==> config.mk <==
export PLATFORM = sky130hd
export DESIGN_NAME = retire_trace_buffer_flat
export DESIGN_NICKNAME = d
export VERILOG_FILES = /design/src/rtl/retire_trace_buffer_if.sv /design/src/rtl/retire_trace_buffer.sv /design/src/flat_wrapper.sv
export SDC_FILE = /design/constraint.sdc
export NUM_CORES = 2
export LEC_CHECK = 0
export ABC_AREA = 1
export BUFFER_PORTS_ARGS = -buffer_cell sky130_fd_sc_hd__buf_2
export CAP_MARGIN = 40
export CORE_ASPECT_RATIO = 0.8
export CORE_MARGIN = 4
export CORE_UTILIZATION = 30
export DETAILED_ROUTE_END_ITERATION = 16
export PLACE_DENSITY = 0.45
export SLEW_MARGIN = 10
export SYNTH_ARGS = -nofsm -noshare
export SYNTH_HDL_FRONTEND = slang
export SYNTH_SLANG_ARGS = --single-unit
==> constraint.sdc <==
create_clock -name clk -period 18.65 [get_ports clk]
set_input_delay 0.9325 -clock clk [delete_from_list [all_inputs] [get_ports clk]]
set_output_delay 0.9325 -clock clk [all_outputs]
set_load 0.02 [all_outputs]
==> src/rtl/retire_trace_buffer_if.sv <==
// Retire-side record inputs and trace-sink stream for retire_trace_buffer.
// The master drives retirements and accepts records; the slave is the buffer.
interface retire_trace_buffer_if #(
  parameter int CYC_W = 32
);
  logic             ret_valid;
  logic [31:0]      ret_pc;
  logic [31:0]      ret_instr;
  logic             ret_we;
  logic [4:0]       ret_rd;
  logic [31:0]      ret_wdata;
  logic             ret_st;
  logic [31:0]      ret_addr;
  logic [31:0]      ret_sdata;

  logic             out_valid;
  logic             out_ready;
  logic [CYC_W-1:0] out_cycle;
  logic [31:0]      out_pc;
  logic [31:0]      out_instr;
  logic             out_we;
  logic [4:0]       out_rd;
  logic [31:0]      out_data;
  logic             out_st;
  logic [31:0]      out_addr;

  modport master (
    output ret_valid, ret_pc, ret_instr, ret_we, ret_rd, ret_wdata,
           ret_st, ret_addr, ret_sdata, out_ready,
    input  out_valid, out_cycle, out_pc, out_instr, out_we, out_rd,
           out_data, out_st, out_addr
  );

  modport slave (
    input  ret_valid, ret_pc, ret_instr, ret_we, ret_rd, ret_wdata,
           ret_st, ret_addr, ret_sdata, out_ready,
    output out_valid, out_cycle, out_pc, out_instr, out_we, out_rd,
           out_data, out_st, out_addr
  );
endinterface

==> src/rtl/retire_trace_buffer.sv <==
// Captures one cycle-stamped record per retired instruction into a FIFO and
// drains it over valid/ready; detects program end and freezes capture.
//
//   state   | meaning
//   --------+----------------------------------------------------------
//   S_RUN   | capturing retirements, cycle counter running
//   S_DRAIN | halt seen; capture frozen, remaining records still drain
//   S_HALTED| FIFO empty after halt; stays until rst
module retire_trace_buffer #(
  parameter int          DEPTH    = 16,
  parameter logic [31:0] PC_LIMIT = 32'h200,
  parameter int          CYC_W    = 32
) (
  input  logic                  clk,
  input  logic                  rst,
  retire_trace_buffer_if.slave  bus,
  output logic                  halted,
  output logic                  overflow,
  output logic [CYC_W-1:0]      drop_cnt
);

  localparam int PTR_W = $clog2(DEPTH);

  localparam logic [1:0] S_RUN    = 2'd0;
  localparam logic [1:0] S_DRAIN  = 2'd1;
  localparam logic [1:0] S_HALTED = 2'd2;

  typedef struct packed {
    logic [CYC_W-1:0] cycle;
    logic [31:0]      pc;
    logic [31:0]      instr;
    logic             we;
    logic [4:0]       rd;
    logic [31:0]      data;
    logic             st;
    logic [31:0]      addr;
  } rec_t;

  rec_t             mem [DEPTH];
  rec_t             rec_in;
  rec_t             head;
  logic [PTR_W:0]   wr_ptr;
  logic [PTR_W:0]   rd_ptr;
  logic [1:0]       state;
  logic [CYC_W-1:0] cyc_cnt;
  logic             empty;
  logic             full;
  logic             capture;
  logic             push;
  logic             pop;
  logic             drop;
  logic             halt_cond;
  logic             we_eff;

  assign empty = (wr_ptr == rd_ptr);
  assign full  = (wr_ptr[PTR_W] != rd_ptr[PTR_W]) &&
                 (wr_ptr[PTR_W-1:0] == rd_ptr[PTR_W-1:0]);

  assign capture = bus.ret_valid && (state == S_RUN);
  assign pop     = !empty && bus.out_ready;
  assign push    = capture && (!full || pop);
  assign drop    = capture && full && !pop;

  assign halt_cond = (bus.ret_instr == 32'h0000_0063) ||
                     (bus.ret_instr == 32'h0000_0000) ||
                     (bus.ret_pc >= PC_LIMIT);

  // x0 writes are architecturally invisible, so they are not reported.
  assign we_eff = bus.ret_we && (bus.ret_rd != 5'd0);

  always_comb begin
    rec_in       = '0;
    rec_in.cycle = cyc_cnt;
    rec_in.pc    = bus.ret_pc;
    rec_in.instr = bus.ret_instr;
    rec_in.we    = we_eff;
    rec_in.rd    = we_eff ? bus.ret_rd : 5'd0;
    rec_in.st    = bus.ret_st;
    rec_in.addr  = bus.ret_st ? bus.ret_addr : 32'd0;
    if (we_eff)
      rec_in.data = bus.ret_wdata;
    else if (bus.ret_st)
      rec_in.data = bus.ret_sdata;
  end

  // A full FIFO that pops in the same cycle writes into the slot being freed.
  always_ff @(posedge clk) begin
    if (push)
      mem[wr_ptr[PTR_W-1:0]] <= rec_in;
  end

  always_ff @(posedge clk) begin
    if (rst) begin
      wr_ptr   <= '0;
      rd_ptr   <= '0;
      state    <= S_RUN;
      cyc_cnt  <= '0;
      overflow <= 1'b0;
      drop_cnt <= '0;
    end else begin
      if (push)
        wr_ptr <= wr_ptr + (PTR_W+1)'(1);
      if (pop)
        rd_ptr <= rd_ptr + (PTR_W+1)'(1);
      if (state == S_RUN)
        cyc_cnt <= cyc_cnt + CYC_W'(1);
      if (drop) begin
        overflow <= 1'b1;
        if (drop_cnt != '1)
          drop_cnt <= drop_cnt + CYC_W'(1);
      end
      case (state)
        S_RUN:    if (capture && halt_cond) state <= S_DRAIN;
        S_DRAIN:  if (empty) state <= S_HALTED;
        S_HALTED: state <= S_HALTED;
        default:  state <= S_RUN;
      endcase
    end
  end

  always_comb begin
    head = '0;
    if (!empty)
      head = mem[rd_ptr[PTR_W-1:0]];
  end

  assign bus.out_valid = !empty;
  assign bus.out_cycle = head.cycle;
  assign bus.out_pc    = head.pc;
  assign bus.out_instr = head.instr;
  assign bus.out_we    = head.we;
  assign bus.out_rd    = head.rd;
  assign bus.out_data  = head.data;
  assign bus.out_st    = head.st;
  assign bus.out_addr  = head.addr;

  assign halted = (state == S_HALTED);

endmodule
==> src/flat_wrapper.sv <==
// flat-port wrapper written by rule: the top's interface ports become plain ports
module retire_trace_buffer_flat 
#(
  parameter int          DEPTH    = 16,
  parameter logic [31:0] PC_LIMIT = 32'h200,
  parameter int          CYC_W    = 32
)
  (clk, rst, halted, overflow, drop_cnt, bus_ret_valid, bus_ret_pc, bus_ret_instr, bus_ret_we, bus_ret_rd, bus_ret_wdata, bus_ret_st, bus_ret_addr, bus_ret_sdata, bus_out_ready, bus_out_valid, bus_out_cycle, bus_out_pc, bus_out_instr, bus_out_we, bus_out_rd, bus_out_data, bus_out_st, bus_out_addr);
  retire_trace_buffer_if #(.CYC_W(CYC_W)) bus_i ();
  input  logic clk;
  input  logic rst;
  output logic halted;
  output logic overflow;
  output logic [CYC_W-1:0] drop_cnt;
  input wire logic [$bits(bus_i.ret_valid)-1:0] bus_ret_valid;
  input wire logic [$bits(bus_i.ret_pc)-1:0] bus_ret_pc;
  input wire logic [$bits(bus_i.ret_instr)-1:0] bus_ret_instr;
  input wire logic [$bits(bus_i.ret_we)-1:0] bus_ret_we;
  input wire logic [$bits(bus_i.ret_rd)-1:0] bus_ret_rd;
  input wire logic [$bits(bus_i.ret_wdata)-1:0] bus_ret_wdata;
  input wire logic [$bits(bus_i.ret_st)-1:0] bus_ret_st;
  input wire logic [$bits(bus_i.ret_addr)-1:0] bus_ret_addr;
  input wire logic [$bits(bus_i.ret_sdata)-1:0] bus_ret_sdata;
  input wire logic [$bits(bus_i.out_ready)-1:0] bus_out_ready;
  output wire logic [$bits(bus_i.out_valid)-1:0] bus_out_valid;
  output wire logic [$bits(bus_i.out_cycle)-1:0] bus_out_cycle;
  output wire logic [$bits(bus_i.out_pc)-1:0] bus_out_pc;
  output wire logic [$bits(bus_i.out_instr)-1:0] bus_out_instr;
  output wire logic [$bits(bus_i.out_we)-1:0] bus_out_we;
  output wire logic [$bits(bus_i.out_rd)-1:0] bus_out_rd;
  output wire logic [$bits(bus_i.out_data)-1:0] bus_out_data;
  output wire logic [$bits(bus_i.out_st)-1:0] bus_out_st;
  output wire logic [$bits(bus_i.out_addr)-1:0] bus_out_addr;
  assign bus_i.ret_valid = bus_ret_valid;
  assign bus_i.ret_pc = bus_ret_pc;
  assign bus_i.ret_instr = bus_ret_instr;
  assign bus_i.ret_we = bus_ret_we;
  assign bus_i.ret_rd = bus_ret_rd;
  assign bus_i.ret_wdata = bus_ret_wdata;
  assign bus_i.ret_st = bus_ret_st;
  assign bus_i.ret_addr = bus_ret_addr;
  assign bus_i.ret_sdata = bus_ret_sdata;
  assign bus_i.out_ready = bus_out_ready;
  assign bus_out_valid = bus_i.out_valid;
  assign bus_out_cycle = bus_i.out_cycle;
  assign bus_out_pc = bus_i.out_pc;
  assign bus_out_instr = bus_i.out_instr;
  assign bus_out_we = bus_i.out_we;
  assign bus_out_rd = bus_i.out_rd;
  assign bus_out_data = bus_i.out_data;
  assign bus_out_st = bus_i.out_st;
  assign bus_out_addr = bus_i.out_addr;
  retire_trace_buffer #(.DEPTH(DEPTH), .PC_LIMIT(PC_LIMIT), .CYC_W(CYC_W)) u_core (.clk(clk), .rst(rst), .bus(bus_i), .halted(halted), .overflow(overflow), .drop_cnt(drop_cnt));
endmodule
# == Word level (Yosys, flattened, before mapping) ==
# Memories as Yosys holds them, arrays and structs flattened. A register that Yosys moved wholly into a read port is not among the register bits.
# Index checks and enable logic that the tools add are counted.
# word_totals
ff_bits,77
mem_bits_rw,2672
out_inout_bits,202
word_cells,52
n_memories,1
# classes
addsub,4
n_lt_le_gt_ge,1
n_eq_ne,9
n_mux,12
reduce_logical,19
# mem_list
name,words,word_bits,read_ports,rd_ports_with_merged_regs,wr,line_no,source
u_core.mem,16,167,1,1,1,retire_trace_buffer.sv:39,rec_t mem [DEPTH];
# ops
cell,n
$mux W167,1
$mux W32,3
$add A32 B1 Y32 const B,2
$eq A32 B7 Y1 const B,1
$ge A32 B10 Y1 const B,1
$logic_not A32 Y1,1
$ne A32 B32 Y1 const B,1
$add A5 B1 Y5 const B,2
$logic_and A1 B1 Y1,8
$mux W4,2
$pmux W2 S3,1
$eq A5 B5 Y1,1
$mux W5,1
$reduce_bool A5 Y1,1
$eq A4 B4 Y1,1
$mux W2,2
$reduce_and A2 Y1,2
$logic_not A1 Y1,3
$logic_or A1 B1 Y1,3
$eq A2 B1 Y1 const B,1
$eq A2 B2 Y1 const B,1
$logic_not A2 Y1,1
$mux W1,2
$ne A2 B1 Y1 const B,1
2 further kinds,2

# == Logic depth before layout (Yosys ltp) ==
# depth
ltp_word,7
depth_mapped,12
ltp_nobuf,12

# == Worst setup path after synthesis ==
# No wires, ideal clock.
# synth_path
path_kind,in2reg
from,input bus_ret_valid
to,memory u_core.mem[7][0] in the netlist's numbering (enable)
arrival_time_ns,12.500
required_ns,17.751
slack_ns,5.251
cell_stages,5
cell_sequence,nand2_1 > inv_1 > nand2_1 > buf_2 > nor3_1
# synth_between
elab_chain_len,4
# synth_lines
item,line_no,source
start: declaration,flat_wrapper.sv:15,input wire logic [$bits(bus_i.ret_valid)-1:0] bus_ret_valid;
$logic_and A1 B1 Y1,retire_trace_buffer.sv:59,assign capture = bus.ret_valid && (state == S_RUN);
$logic_and A1 B1 Y1,retire_trace_buffer.sv:61,assign push = capture && (!full || pop);
$mux W1,retire_trace_buffer.sv:88,if (push)
$mux W1 (implied by the code),retire_trace_buffer.sv:89,mem[wr_ptr[PTR_W-1:0]] <= rec_in;
end: declaration,retire_trace_buffer.sv:39,
# Every way passes these cells.

==> flow_metrics.tcl <==
set metrics [dict create \
    outcome "complete, no violations" \
    final_cells 13300 \
    h-tree-depth 5 \
    chipHeight_um 546 \
    period_minus_slack_ns 6.87 \
    io_buffers 372 \
    cts_buffer_depth 4 \
    p_seq_frac 0.388 \
    area_growth_pct 15.6 \
    synth-edff-count 2672 \
    coreArea_mm2 0.360 \
    place_inst 12800 \
    fin_skew_ns 0.0619 \
    dieArea_mm2 0.372 \
    placed_area_mm2 0.116 \
    setup_viol 0 \
    grt_usage 0.179 \
    maxCapViolCount 0 \
    antenna_found_initial 39 \
    synth_cell_type_count 39 \
    fmax_mhz 145 \
    num_rows 197 \
    drc 0 \
    crit_path_end_kind "primary output" \
    p_sw_mw 6.61 \
    grt_max_degree 249 \
    slew_headroom 0.113 \
    drive_gt1_frac 0.117 \
    tns_ns 0 \
    cts-resized-gates 0 \
    p_clk_frac 0.310 \
    drv_slew 0 \
    comb_power_share 0.302 \
    grt_pass1_vias 68500 \
    cp_max_fo 77 \
    critical_path_arrival_ns 5.94 \
    fin_area_mm2 0.126 \
    gp_congestion 0.770 \
    fin_total_pwr_mw 18.2 \
    holdCritPathClass "input pin to register" \
    clockRootBuffer "clkbuf_16" \
    io_pins 373 \
    syn_area_per_cell_um2 13.5 \
    worstMarginPinSlew_ns 1.33 \
    initial_core_util 0.302 \
    hpwl_mm 175 \
    cts_made_buffers 301 \
    routedWlPerCell_um 26.1 \
    synth_warnings 0 \
    p_per_area_mw_per_mm2 145 \
    drt-total-wl_mm 347 \
    required_ns 17.72 \
    synth_area_mm2 0.109 \
    timing.final.hold_violations 0 \
    holdBufCountCts 0 \
    synth-seq-cells 2753 \
    nNetsFinal 8494 \
    ant_nets 0 \
    p_int_mw 11.6 \
    cts_tree "yes" \
    swShare 0.362 \
    synth_cells 8047 \
    viasPerCell 5.28 \
    ir_drop_mv 0.264 \
    ys.flop_type "edfxtp_1" \
    synthesis.nets 8229 \
    cts_setup_buffers 0 \
    num_vias 70400 \
    cts_num_sinks 2753 \
    fin_crit_sh 0.369 \
    async_reset_ff_frac 0 \
    worstSetupPathType "register to primary output" \
    ys_seq_area_frac 0.753 \
    leakage_nw 40.0 \
    die_w_um 681 \
    cts.reportedPaths.clkPinSlew_ns 0.06 \
    cp-start-kind "register" \
    drt_iter0_drc 6574 \
    grt_overflow 0 \
    grt_pass1_wl_mm 497 \
    dr.pass1.iters 5 \
    rsz0062_at_grt "no" \
    insertion_delay_ns 0.91 \
]
cell families (layout without fill, tap and decap cells):
family	after synthesis	count (layout)	synth area share
other	0	10	0
adder cells (fa/ha/maj)	11	11	0.00127
AND/OR/NAND/NOR	2072	2072	0.0750
buffers and inverters	715	1203	0.0310
XOR/XNOR	41	41	0.00330
flip-flops	2753	2753	0.753
AO/OA/AOI/OAI	2455	2455	0.136
worst paths after layout:
check | from | to | slack [ns] | depth (start not counted)
max | register | bus_out_instr[27] | 11.78 | 12
min | bus_ret_instr[30] | u_core.mem[6][101] | 0.41 | 1
max reg2reg | u_core.state[0] | u_core.mem[6][56] | 13.89 | 13
min reg2reg | u_core.overflow | u_core.overflow | 0.49 | 2
critical path: stages, from the launching register on:
cell      delay (ns)
dfxtp_4         0.47
buf_4           0.40
buf_16          0.28
buf_4           0.69
buf_4           0.67
buf_12          0.30
buf_4           0.47
buf_16          0.28
o21ai_0         0.14
o221ai_1        0.23
o211ai_1        0.12
a21oi_1         0.56
buf_2           0.29
state kept, by name, summed over array words and instances, names as in the netlist, named ones only:
register,count
u_core.mem,2672
u_core.cyc_cnt,32
u_core.drop_cnt,32
u_core.rd_ptr,5
u_core.wr_ptr,5
u_core.state,2
u_core.overflow,1
power groups by stage:
stage / clock, mW / combinational [mW] / sequential, mW
finish: 5.65 / 5.50 / 7.09
detailed placement: 0 / 5.57 / 7.22
global route: 6.06 / 6.00 / 7.10
CTS: 5.80 / 5.59 / 7.09
global placement: 0 / 5.33 / 7.23
floorplan: 0 / 3.33 / 7.23
metal layers:
metal	GRT usage	wire length (um)	vias to the layer above
li1	-	-	31200
met1	0.265	164000	36500
met2	0.280	157000	2138
met3	0.0239	19000	505
met4	0.0410	7460	16
met5	0	88	-
per-stage QoR:
step                setup WS, ns  hold slack, ns   util
global placement           12.17           0.459  0.319
finish                     11.78           0.413  0.349
global route               11.40           0.350  0.349
floorplan                   5.25           0.477      -
CTS                        11.69           0.313  0.349
detailed placement         12.67           0.487  0.323
Yosys cell counts (all sizes together) (4+ instances only):
cell,instances,share of area
o21ai,1356,0.062
nand2,338,0.012
ha,11,0.0013
edfxtp,2672,0.74
nand3b,4,0.00028
nand4,15,0.00086
o211ai,195,0.013
xnor2,15,0.0012
nor2,1476,0.051
nor3,34,0.0016
o22ai,195,0.011
clkbuf,383,0.013
a21oi,228,0.010
xor2,26,0.0021
dfxtp,81,0.015
nand3,199,0.0092
inv,104,0.0036
buf,225,0.014
o221ai,473,0.038
placed cells by master (no fill, tap or decap), types with 7 or more instances in the layout:
cell / netlist / layout
nand4_1: 15 / 15
buf_12: 0 / 32
nor2_1: 1474 / 1459
xor2_1: 26 / 26
edfxtp_1: 2672 / 2672
clkinv_2: 0 / 47
clkinv_1: 3 / 59
o211ai_1: 195 / 195
nor2_4: 0 / 15
xnor2_1: 15 / 15
clkinvlp_4: 0 / 8
nor3_1: 34 / 33
dfxtp_1: 81 / 77
o22ai_1: 195 / 195
diode_2: 0 / 10
clkinv_8: 0 / 9
o21ai_0: 1302 / 1301
ha_1: 11 / 11
nand2_1: 337 / 336
o221ai_1: 473 / 473
clkbuf_1: 382 / 71
clkbuf_16: 0 / 308
a21oi_1: 228 / 228
buf_2: 128 / 371
buf_16: 0 / 46
nand3_1: 199 / 199
inv_1: 100 / 99
buf_4: 42 / 120
o21ai_1: 54 / 54
inv_6: 0 / 7
bufinv_16: 0 / 11
cell type report:
class / instances / area (um^2)
Clock inverter: 147 / 1140
Tap cell: 4776 / 5980
Timing Repair Buffer: 570 / 4680
Multi-Input combinational cell: 4579 / 23600
Fill cell: 34700 / 235000
Sequential cell: 2753 / 81900
Inverter: 107 / 448
Antenna cell: 10 / 25.0
Clock buffer: 379 / 7970
(Power assumes the default switching activity.)
